## config.mk

```make
export PLATFORM = sky130hd
export DESIGN_NAME = truth_table_extractor
export DESIGN_NICKNAME = d
export VERILOG_FILES = /design/src/rtl/truth_table_pkg.sv /design/src/rtl/truth_table_extractor_settle_timer.sv /design/src/rtl/truth_table_extractor.sv
export SDC_FILE = /design/constraint.sdc
export NUM_CORES = 1
export LEC_CHECK = 0
export CORE_MARGIN = 5
export CORE_UTILIZATION = 40
export DETAILED_ROUTE_END_ITERATION = 6
export MAX_ROUTING_LAYER = met4
export SYNTH_ARGS = -nofsm -noshare
export SYNTH_HDL_FRONTEND = slang
export SYNTH_HIERARCHICAL = 1
export SYNTH_SLANG_ARGS = --single-unit
export TNS_END_PERCENT = 20
```

## constraint.sdc

```tcl
create_clock -name clk -period 2.2 [get_ports clk]
set_input_delay 0.22 -clock clk [delete_from_list [all_inputs] [get_ports clk]]
set_output_delay 0.22 -clock clk [all_outputs]
set_load 0.1 [all_outputs]
```

## src/rtl/truth_table_pkg.sv

```systemverilog
// rtl/truth_table_pkg.sv - shared types and helpers for the truth-table characterizer
package truth_table_pkg;

  localparam int MAX_N_IN = 4;

  typedef enum logic [1:0] {
    IDLE,
    HOLD,
    DONE
  } state_t;

  function automatic int code_width(input int n);
    return 1 << n;
  endfunction

endpackage

```

## src/rtl/truth_table_extractor_settle_timer.sv

```systemverilog
// rtl/truth_table_extractor_settle_timer.sv - hold counter with terminal flag and sample-change detect
module settle_timer #(
  parameter int SETTLE_CYCLES = 4
) (
  input  logic clk,
  input  logic rst_n,
  input  logic load,
  input  logic enable,
  input  logic sample,
  output logic terminal,
  output logic changed
);

  localparam int CW = (SETTLE_CYCLES > 1) ? $clog2(SETTLE_CYCLES) : 1;
  localparam logic [CW-1:0] LAST = CW'(SETTLE_CYCLES - 1);

  logic [CW-1:0] count;
  logic          prev;

  // prev tracks the sample every cycle so the compare always sees the immediately preceding value
  always_ff @(posedge clk or negedge rst_n) begin
    if (!rst_n) begin
      count <= '0;
      prev  <= 1'b0;
    end else begin
      prev <= sample;
      if (load)
        count <= '0;
      else if (enable)
        count <= count + CW'(1);
    end
  end

  assign terminal = enable && (count == LAST);
  assign changed  = (sample != prev);

endmodule

```

## src/rtl/truth_table_extractor.sv

```systemverilog
// rtl/truth_table_extractor.sv - sweeps all gate input vectors and rebuilds the truth-table code
module truth_table_extractor
  import truth_table_pkg::*;
#(
  parameter int N_IN          = 3,
  parameter int SETTLE_CYCLES = 4
) (
  input  logic                         clk,
  input  logic                         rst_n,
  input  logic                         start,
  output logic [N_IN-1:0]              drive_in,
  input  logic                         sample_out,
  output logic                         busy,
  output logic                         done,
  output logic [code_width(N_IN)-1:0]  code,
  output logic                         code_valid,
  output logic                         unstable
);

  localparam int W = code_width(N_IN);

  if (N_IN < 1 || N_IN > MAX_N_IN) begin : g_bad_n_in
    $error("truth_table_extractor: N_IN out of range");
  end
  if (SETTLE_CYCLES < 2) begin : g_bad_settle
    $error("truth_table_extractor: SETTLE_CYCLES below 2");
  end

  state_t          state, state_next;
  logic [N_IN-1:0] vec;
  logic [W-1:0]    sr;
  logic [W-1:0]    sr_shifted;
  logic            sticky;
  logic            accept, hold, terminal, changed, last_vec;

  settle_timer #(.SETTLE_CYCLES(SETTLE_CYCLES)) u_timer (
    .clk      (clk),
    .rst_n    (rst_n),
    .load     (accept || terminal),
    .enable   (hold),
    .sample   (sample_out),
    .terminal (terminal),
    .changed  (changed)
  );

  assign hold       = (state == HOLD);
  assign last_vec   = &vec;
  assign sr_shifted = {sr[W-2:0], sample_out};

  always_ff @(posedge clk or negedge rst_n) begin
    if (!rst_n)
      state <= IDLE;
    else
      state <= state_next;
  end

  always_comb begin
    state_next = state;
    accept     = 1'b0;
    case (state)
      IDLE: if (start) begin
        accept     = 1'b1;
        state_next = HOLD;
      end
      HOLD: if (terminal && last_vec) state_next = DONE;
      DONE: state_next = IDLE;
      default: state_next = IDLE;
    endcase
  end

  // Results are loaded on the edge entering DONE so they change together with done rising
  always_ff @(posedge clk or negedge rst_n) begin
    if (!rst_n) begin
      vec        <= '0;
      sr         <= '0;
      sticky     <= 1'b0;
      code       <= '0;
      code_valid <= 1'b0;
      unstable   <= 1'b0;
    end else begin
      if (accept) begin
        vec        <= '0;
        sticky     <= 1'b0;
        code_valid <= 1'b0;
      end
      if (terminal) begin
        sr     <= sr_shifted;
        sticky <= sticky | changed;
        if (!last_vec) begin
          vec <= vec + N_IN'(1);
        end else begin
          code       <= sr_shifted;
          code_valid <= 1'b1;
          unstable   <= sticky | changed;
        end
      end
    end
  end

  assign drive_in = hold ? vec : '0;
  assign busy     = hold;
  assign done     = (state == DONE);

endmodule
```

=== Word level (Yosys, flattened, before mapping) ===
Cells that the tools add are included.

* Bits in registers: 26
* Bits of input ports: 4
* Output and inout port bits: 15
* Word-level logic and storage cells: 43

* Add/subtract/negate cells: 2
* Eq/ne operators: 6
* Mux-type cells: 16
* Bitwise logic cells: 1
* Reductions and logical operators: 9

{| class="wikitable"
|+ Operator list
! cell !! count
|-
| 3-bit two-way mux || 4
|-
| 2-bit two-way mux || 4
|-
| 1-bit two-way mux || 7
|-
| 2-bit == test (second input constant) || 2
|-
| 2-bit case mux with 2 select lines || 1
|-
| 4-bit AND reduction || 1
|-
| 2-bit nonzero test || 2
|-
| 3-bit by 1-bit adder with 3-bit output (second input constant) || 1
|-
| 3-bit AND reduction || 1
|-
| 2-bit by 1-bit adder with 2-bit output (second input constant) || 1
|-
| 2-bit by 1-bit == test with 1-bit output (second input constant) || 1
|-
| 1-bit logical AND || 2
|-
| 2-bit logical NOT || 1
|-
| 2-bit by 1-bit != test with 1-bit output (second input constant) || 1
|-
| 2-bit != test (second input constant) || 1
|-
| 2-bit AND reduction || 1
|-
| 1-bit logical OR || 1
|-
| 1-bit != test || 1
|-
| 1-bit OR || 1
|}

=== Depth between registers and ports, before layout ===
Gate-level depths: netlist of run 1.

* Depth after elaboration: 5
* Depth in mapped cells: 7
* Mapped depth without buffers: 5

=== Modules after synthesis ===
The synthesis of run 1 kept the hierarchy.

{| class="wikitable"
|+ By module, submodules not included
! module !! instances !! cells an instance !! area an instance (um^2) !! seq. area each (um^2)
|-
| truth_table_extractor || 1 || 73 || 955.9 || 575.6
|-
| settle_timer || 1 || 10 || 130.1 || 75.1
|}

=== Least setup slack after synthesis of run 1 ===
OpenSTA, ideal clock, no wires.

* Kind: register to register
* Start point: reg state[1]
* End point: reg sr[1]
* Library setup time: 0.125 ns
* Arrival time: 3.027 ns
* Required time: 2.075 ns
* Slack: -0.951 ns
* Cell stages (with the launch flop): 6
* Path buffers: 2
* Clock period less this slack: 3.151 ns
* Path through: dfrtp_1 nor2b_1 and2_2 buf_2 buf_2 mux2_2

* Cells in the longest elaborated chain, start to end: 2

{| class="wikitable"
|+ RTL lines
! item !! RTL line !! text
|-
| start: declaration || truth_table_extractor.sv:29 || <nowiki>state_t state, state_next;</nowiki>
|-
| start signal: assignment || truth_table_extractor.sv:54 || <nowiki>state <= state_next;</nowiki>
|-
| 2-bit by 1-bit == test with 1-bit output || truth_table_extractor.sv:46 || <nowiki>assign hold = (state == HOLD);</nowiki>
|-
| via busy || truth_table_extractor.sv:13 || <nowiki>output logic busy,</nowiki>
|-
| 1-bit logical AND || truth_table_extractor_settle_timer.sv:34 || <nowiki>assign terminal = enable && (count == LAST);</nowiki>
|-
| via terminal || truth_table_extractor.sv:34 || <nowiki>logic accept, hold, terminal, changed, last_vec;</nowiki>
|-
| end signal: assignment || truth_table_extractor.sv:87 || <nowiki>sr <= sr_shifted;</nowiki>
|-
| end: declaration || truth_table_extractor.sv:31 || <nowiki>logic [W-1:0] sr;</nowiki>
|}

The timed path passes the listed nets, and every way through them passes these cells.
A chain may end at the register's enable or synchronous reset.

=== Worst setup path in the final report of run 1 ===
* Start point: reg state[1]
* End point: reg code[1]

* Cells in the longest elaborated chain, start to end: 3

{| class="wikitable"
|+ RTL lines
! item !! RTL line !! text
|-
| 2-bit by 1-bit == test with 1-bit output || truth_table_extractor.sv:46 ||
|-
| 1-bit logical AND || truth_table_extractor_settle_timer.sv:34 ||
|-
| via terminal || truth_table_extractor.sv:34 ||
|-
| 4-bit AND reduction (no line) || n/a ||
|-
| end signal: assignment || truth_table_extractor.sv:92 || <nowiki>code <= sr_shifted;</nowiki>
|-
| end: declaration || truth_table_extractor.sv:15 || <nowiki>output logic [code_width(N_IN)-1:0] code,</nowiki>
|}

The timed path passes the listed nets, and every way through them passes these cells.

==> impl_metrics.env, run 1 <==
export IMPL_top_layer="met4"
export IMPL_routabilityCongestion=0.724
export IMPL_timing_rr_start="state[1]"
export IMPL_dp_cells=129
export IMPL_synthCells=83
export IMPL_initial_core_util_pct=42.7
export IMPL_num_io_pins=19
export IMPL_dr_wl_met3_um=121
export IMPL_met2_length_um=800
export IMPL_wl_um=1730
export IMPL_multi_input_area_um2=428
export IMPL_hp_class="in2async"
export IMPL_cts_setup_buffers=0
export IMPL_synth_avg_cell_area_um2=13.1
export IMPL_grt_pass1_wl_um=3150
export IMPL_ys_warn_count=6
export IMPL_synthToLayoutAreaGrowth_pct=21.4
export IMPL_yosys_area_top_type="dfrtp_1"
export IMPL_cts_buffers=3
export IMPL_synth_top_cells_by_area="dfrtp_1 60%, mux2_2 16%, ha_1 4.6%"
export IMPL_synth_seq_cells=26
export IMPL_cts_sinks=26
export IMPL_clk_pin_slew_ns=0.14
export IMPL_worstPathMaxFanout=16
export IMPL_fin_crit_sh_pct=82.6
export IMPL_yosys_area_top_type_share_pct=59.9
export IMPL_fillers=232
export IMPL_drive_above_1_share_pct=36.9
export IMPL_cts_root_buf="clkbuf_4"
export IMPL_status="completed"
export IMPL_netlist_area_um2=1090
export IMPL_cap_violations=0
export IMPL_rows=18
export IMPL_final_nets=112
export IMPL_tightest_slew_ns=0.326
export IMPL_cp_required_ns=2.41
export IMPL_dpl_cell_area_um2=1270
export IMPL_post_route_min_period_ns=1.82
export IMPL_dp_hpwl_um=1230
export IMPL_chipWidth_um=62.1
export IMPL_track_usage_pct=10.1
export IMPL_finalInstanceArea_um2=1320
export IMPL_area_sequential_um2=651
export IMPL_grt_antenna_before_repair=0
export IMPL_synth_net_count=91
export IMPL_clock_latency_ns=0.32
export IMPL_fmax_mhz=551
export IMPL_yosysUniqueCellTypes=22
export IMPL_h_tree_depth=1
export IMPL_rsz0062_at_grt="no"
export IMPL_slew_headroom_pct=78.2
export IMPL_io_buffers=18
export IMPL_clk_path_buf_depth=2
export IMPL_critPathLaunch="state[1]"
export IMPL_crit_type="reg2reg"
export IMPL_setup_tns_ns=0
export IMPL_dr_total_vias=657
export IMPL_coreArea_um2=2540
export IMPL_cts_hold_buf=0
export IMPL_cts_tree="yes"
export IMPL_antenna_cells=0
export IMPL_start_kind="flip-flop"
export IMPL_wl_met1_um=789
export IMPL_wire_per_inst_um=13.0
export IMPL_ant_nets=0
export IMPL_first_pass_iters=4
export IMPL_die_h_um=62.1
export IMPL_finalSetupViolations=0
export IMPL_slew_violations=0
export IMPL_grt_ovfl_total=0
export IMPL_grt_max_degree=27
export IMPL_seq_area_frac_synth_pct=59.9
export IMPL_vias_per_cell=4.94
export IMPL_end_kind="flip-flop"
export IMPL_drtIter0Drc=10
export IMPL_hold_viol=0
export IMPL_grt_pass1_vias=701
export IMPL_die_area_um2=3860
export IMPL_cts_resized_gates=0
export IMPL_route_detailed_drc=0
export IMPL_clock_skew_final_ns=0.0109
export IMPL_cp_arrival_ns=2.03
export IMPL_stdcell_count=133
[cell usage in the layout, fill, tap and decap left out, types with 3 or more instances in the layout]
master	synthesis	final
nand2b_1	3	3
and2_1	3	3
nand2_1	8	8
clkbuf_4	0	3
nor2_1	4	4
nand3_1	3	3
ha_1	4	4
mux2_2	15	15
clkdlybuf4s50_1	0	3
buf_4	0	16
dfrtp_1	26	26
[sequential cells by signal, indices dropped and copies added (netlist names)]
name           flops
code               8
u_timer/count      2
unstable           1
vec                3
u_timer/prev       1
sticky             1
code_valid         1
sr                 7
state              2
[final timing paths]
kind / end / slack, ns / cells past startpoint
worst min-delay path: sr[3] / 0.24 / 2
worst max register to register: code[1] / 0.38 / 4
worst min register to register: unstable / 0.51 / 2
worst max-delay path: code[1] / 0.38 / 4
min in group clk: u_timer/prev / 0.42 / 1
max in group asynchronous: sr[6] / 1.71 / 2
[kinds of logic after synthesis]
group	synth area share, %
buf+inv	1.38
simple gates	13.8
compound gates	2.19
xor+xnor	1.61
fa+ha+maj	4.61
flops	59.9
mux	16.5
[cells in the mapped netlist]
master / number
nor2_1: 4
xnor2_1: 1
or3b_1: 1
xor2_1: 1
a22o_1: 1
o21ai_1: 1
dfrtp_1: 26
mux2i_1: 1
mux2_2: 15
and2_2: 1
nand3_2: 1
and3_1: 1
nor2b_1: 2
o21ai_0: 1
nand2b_1: 3
and2b_1: 1
a21oi_1: 1
and2_1: 3
buf_2: 3
nand3_1: 3
ha_1: 4
nand2_1: 8
[per-layer routing]
layer,vias to the layer above,GRT usage (%)
li1,321,-
met1,314,11.7
met2,20,16.1
met3,2,3.96
met4,0,2.98
met5,-,-
[cell type report]
type	count	area share (%)
repair buffers	19	11.4
clock buffers	3	1.71
multi-input cells	54	32.4
well taps	30	2.85
flip-flops and latches	26	49.3
clock inverters	1	2.28
[stage by stage]
step | hold slack (ns) | worst slack (ns) | util, %
2_1_floorplan | -0.0756 | 0.145 | -
3_3_place_gp | 0.486 | 0.447 | 49.8
3_5_place_dp | 0.489 | 0.380 | 49.8
4_1_cts | 0.230 | 0.340 | 51.8
5_1_grt | 0.252 | 0.216 | 51.8
6_report | 0.239 | 0.384 | 51.8
[worst max-delay path, cell delays in order, from the launching register on]
cell and delay [ns]:
dfrtp_1 0.44, nor2b_4 0.22, and2_2 0.39, nand3_2 0.29, mux2_2 0.35
Power of run 1 is left out: the tool's default activity adds up to more than one toggle a clock period on the data nets, which glitch-free logic cannot reach.
==> run 2: changes to the inputs <==
- clock period: 2.2 -> 1.82 ns (I/O delays scaled with it)
==> run 2 against run 1 <==
Setup slack got worse by 0.13 ns. Sequential share of layout area decreased by 2.3 points. Global-route usage increased by 0.44 points.
==> impl_metrics.env, run 2 (same netlist as run 1, synthesis figures left out) <==
export IMPL_hp_class="in2async"
export IMPL_coreArea_um2=2540
export IMPL_cts_resized_gates=0
export IMPL_clock_latency_ns=0.31
export IMPL_initial_core_util_pct=42.7
export IMPL_h_tree_depth=1
export IMPL_crit_type="reg2out"
export IMPL_slew_violations=0
export IMPL_worstPathMaxFanout=8
export IMPL_rows=18
export IMPL_post_route_min_period_ns=1.57
export IMPL_cap_violations=0
export IMPL_final_common_cell="dfrtp_1"
export IMPL_start_kind="flip-flop"
export IMPL_fmax_mhz=637
export IMPL_vias_per_cell=4.90
export IMPL_num_io_pins=19
export IMPL_rsz0062_at_grt="no"
export IMPL_cts_sinks=26
export IMPL_drive_above_1_share_pct=38.5
export IMPL_grt_ovfl_total=0
export IMPL_cp_required_ns=1.64
export IMPL_biggestRegsByFlops="code (8), sr (7), vec (3)"
export IMPL_cts_setup_buffers=0
export IMPL_grt_antenna_before_repair=0
export IMPL_fillers=225
export IMPL_setup_ws_ns=0.250
export IMPL_synthToLayoutAreaGrowth_pct=27.4
export IMPL_slew_headroom_pct=78.7
export IMPL_cts_hold_buf=0
export IMPL_clock_skew_final_ns=0.00301
export IMPL_clk_pin_slew_ns=0.13
export IMPL_dp_hpwl_um=1280
export IMPL_top_register="code"
export IMPL_ant_nets=0
export IMPL_routabilityCongestion=0.673
export IMPL_io_buffers=18
export IMPL_dr_total_vias=656
export IMPL_final_cell_mix="26 x dfrtp_1, 13 x buf_4, 11 x mux2_2"
export IMPL_tightest_slew_ns=0.320
export IMPL_largest_reg_flops=8
export IMPL_grt_max_degree=27
export IMPL_clk_path_buf_depth=2
export IMPL_wire_per_inst_um=13.1
export IMPL_status="completed"
export IMPL_die_h_um=62.1
export IMPL_cts_root_buf="clkbuf_4"
export IMPL_wl_um=1760
export IMPL_grt_pass1_wl_um=3300
export IMPL_antenna_cells=0
export IMPL_die_area_um2=3860
export IMPL_end_kind="primary output"
export IMPL_first_pass_iters=4
export IMPL_grt_pass1_vias=745
export IMPL_hold_viol=0
export IMPL_fin_crit_sh_pct=86.2
export IMPL_final_nets=114
export IMPL_chipWidth_um=62.1
export IMPL_post_place_ws_ns=0.361
export IMPL_cts_tree="yes"
export IMPL_drtIter0Drc=17
export IMPL_cp_arrival_ns=1.39
export IMPL_route_detailed_drc=0
export IMPL_finalSetupViolations=0
export IMPL_cts_buffers=3
export IMPL_track_usage_pct=10.5
-- run 2: cell count changes in the layout (fill, tap and decap cells not counted) --
cell       before  now
buf_4          16   13
mux2_4          0    4
and2_1          3    2
and2_4          0    1
buf_12          0    5
mux2_2         15   11
bufinv_16       1    0
-- run 2: routing by layer --
layer,track usage (%),wire (um),up-vias,share of wire (%)
met5,-,0,-,0
met4,4.88,17,0,0.97
met3,2.52,90,2,5.1
met2,16.6,880,12,50
met1,12.7,767,321,44
li1,-,-,321,-
-- run 2: worst paths after layout --
check                            startpoint            to  slack (ns)  cells past startpoint
max                                state[1]   drive_in[1]        0.25                      4
min                                   rst_n      state[0]        0.22                      2
max reg2reg                u_timer/count[0]       code[7]        0.39                      4
min reg2reg                        unstable      unstable        0.50                      2
max in group asynchronous             rst_n         sr[2]        1.36                      2
min in group clk                 sample_out  u_timer/prev        0.41                      1
-- run 2: metrics by stage --
step	std cells	hold WS [ns]	util, %	setup TNS (ns)	instance area, um2
after floorplan	83	-0.114	-	-1.72	1120
after global placement	131	0.473	53.5	0	1360
after detailed placement	131	0.477	53.5	0	1360
after CTS	134	0.226	54.4	0	1380
after global routing	134	0.242	54.4	0	1380
final	134	0.225	54.4	0	1380
-- run 2: worst max-delay path: stages (launching register included) --
cell     delay (ns)
dfrtp_1        0.43
nor2b_4        0.12
buf_4          0.17
and2_1         0.18
buf_12         0.18
-- run 2: cell type report --
cell class | count | area, um2 | area share, %
flip-flops and latches | 26 | 651 | 47.0
repair buffers | 21 | 228 | 16.5
well taps | 30 | 37.5 | 2.71
multi-input cells | 54 | 445 | 32.2
clock buffers | 3 | 22.5 | 1.63
Power of run 2 is left out for the same reason.
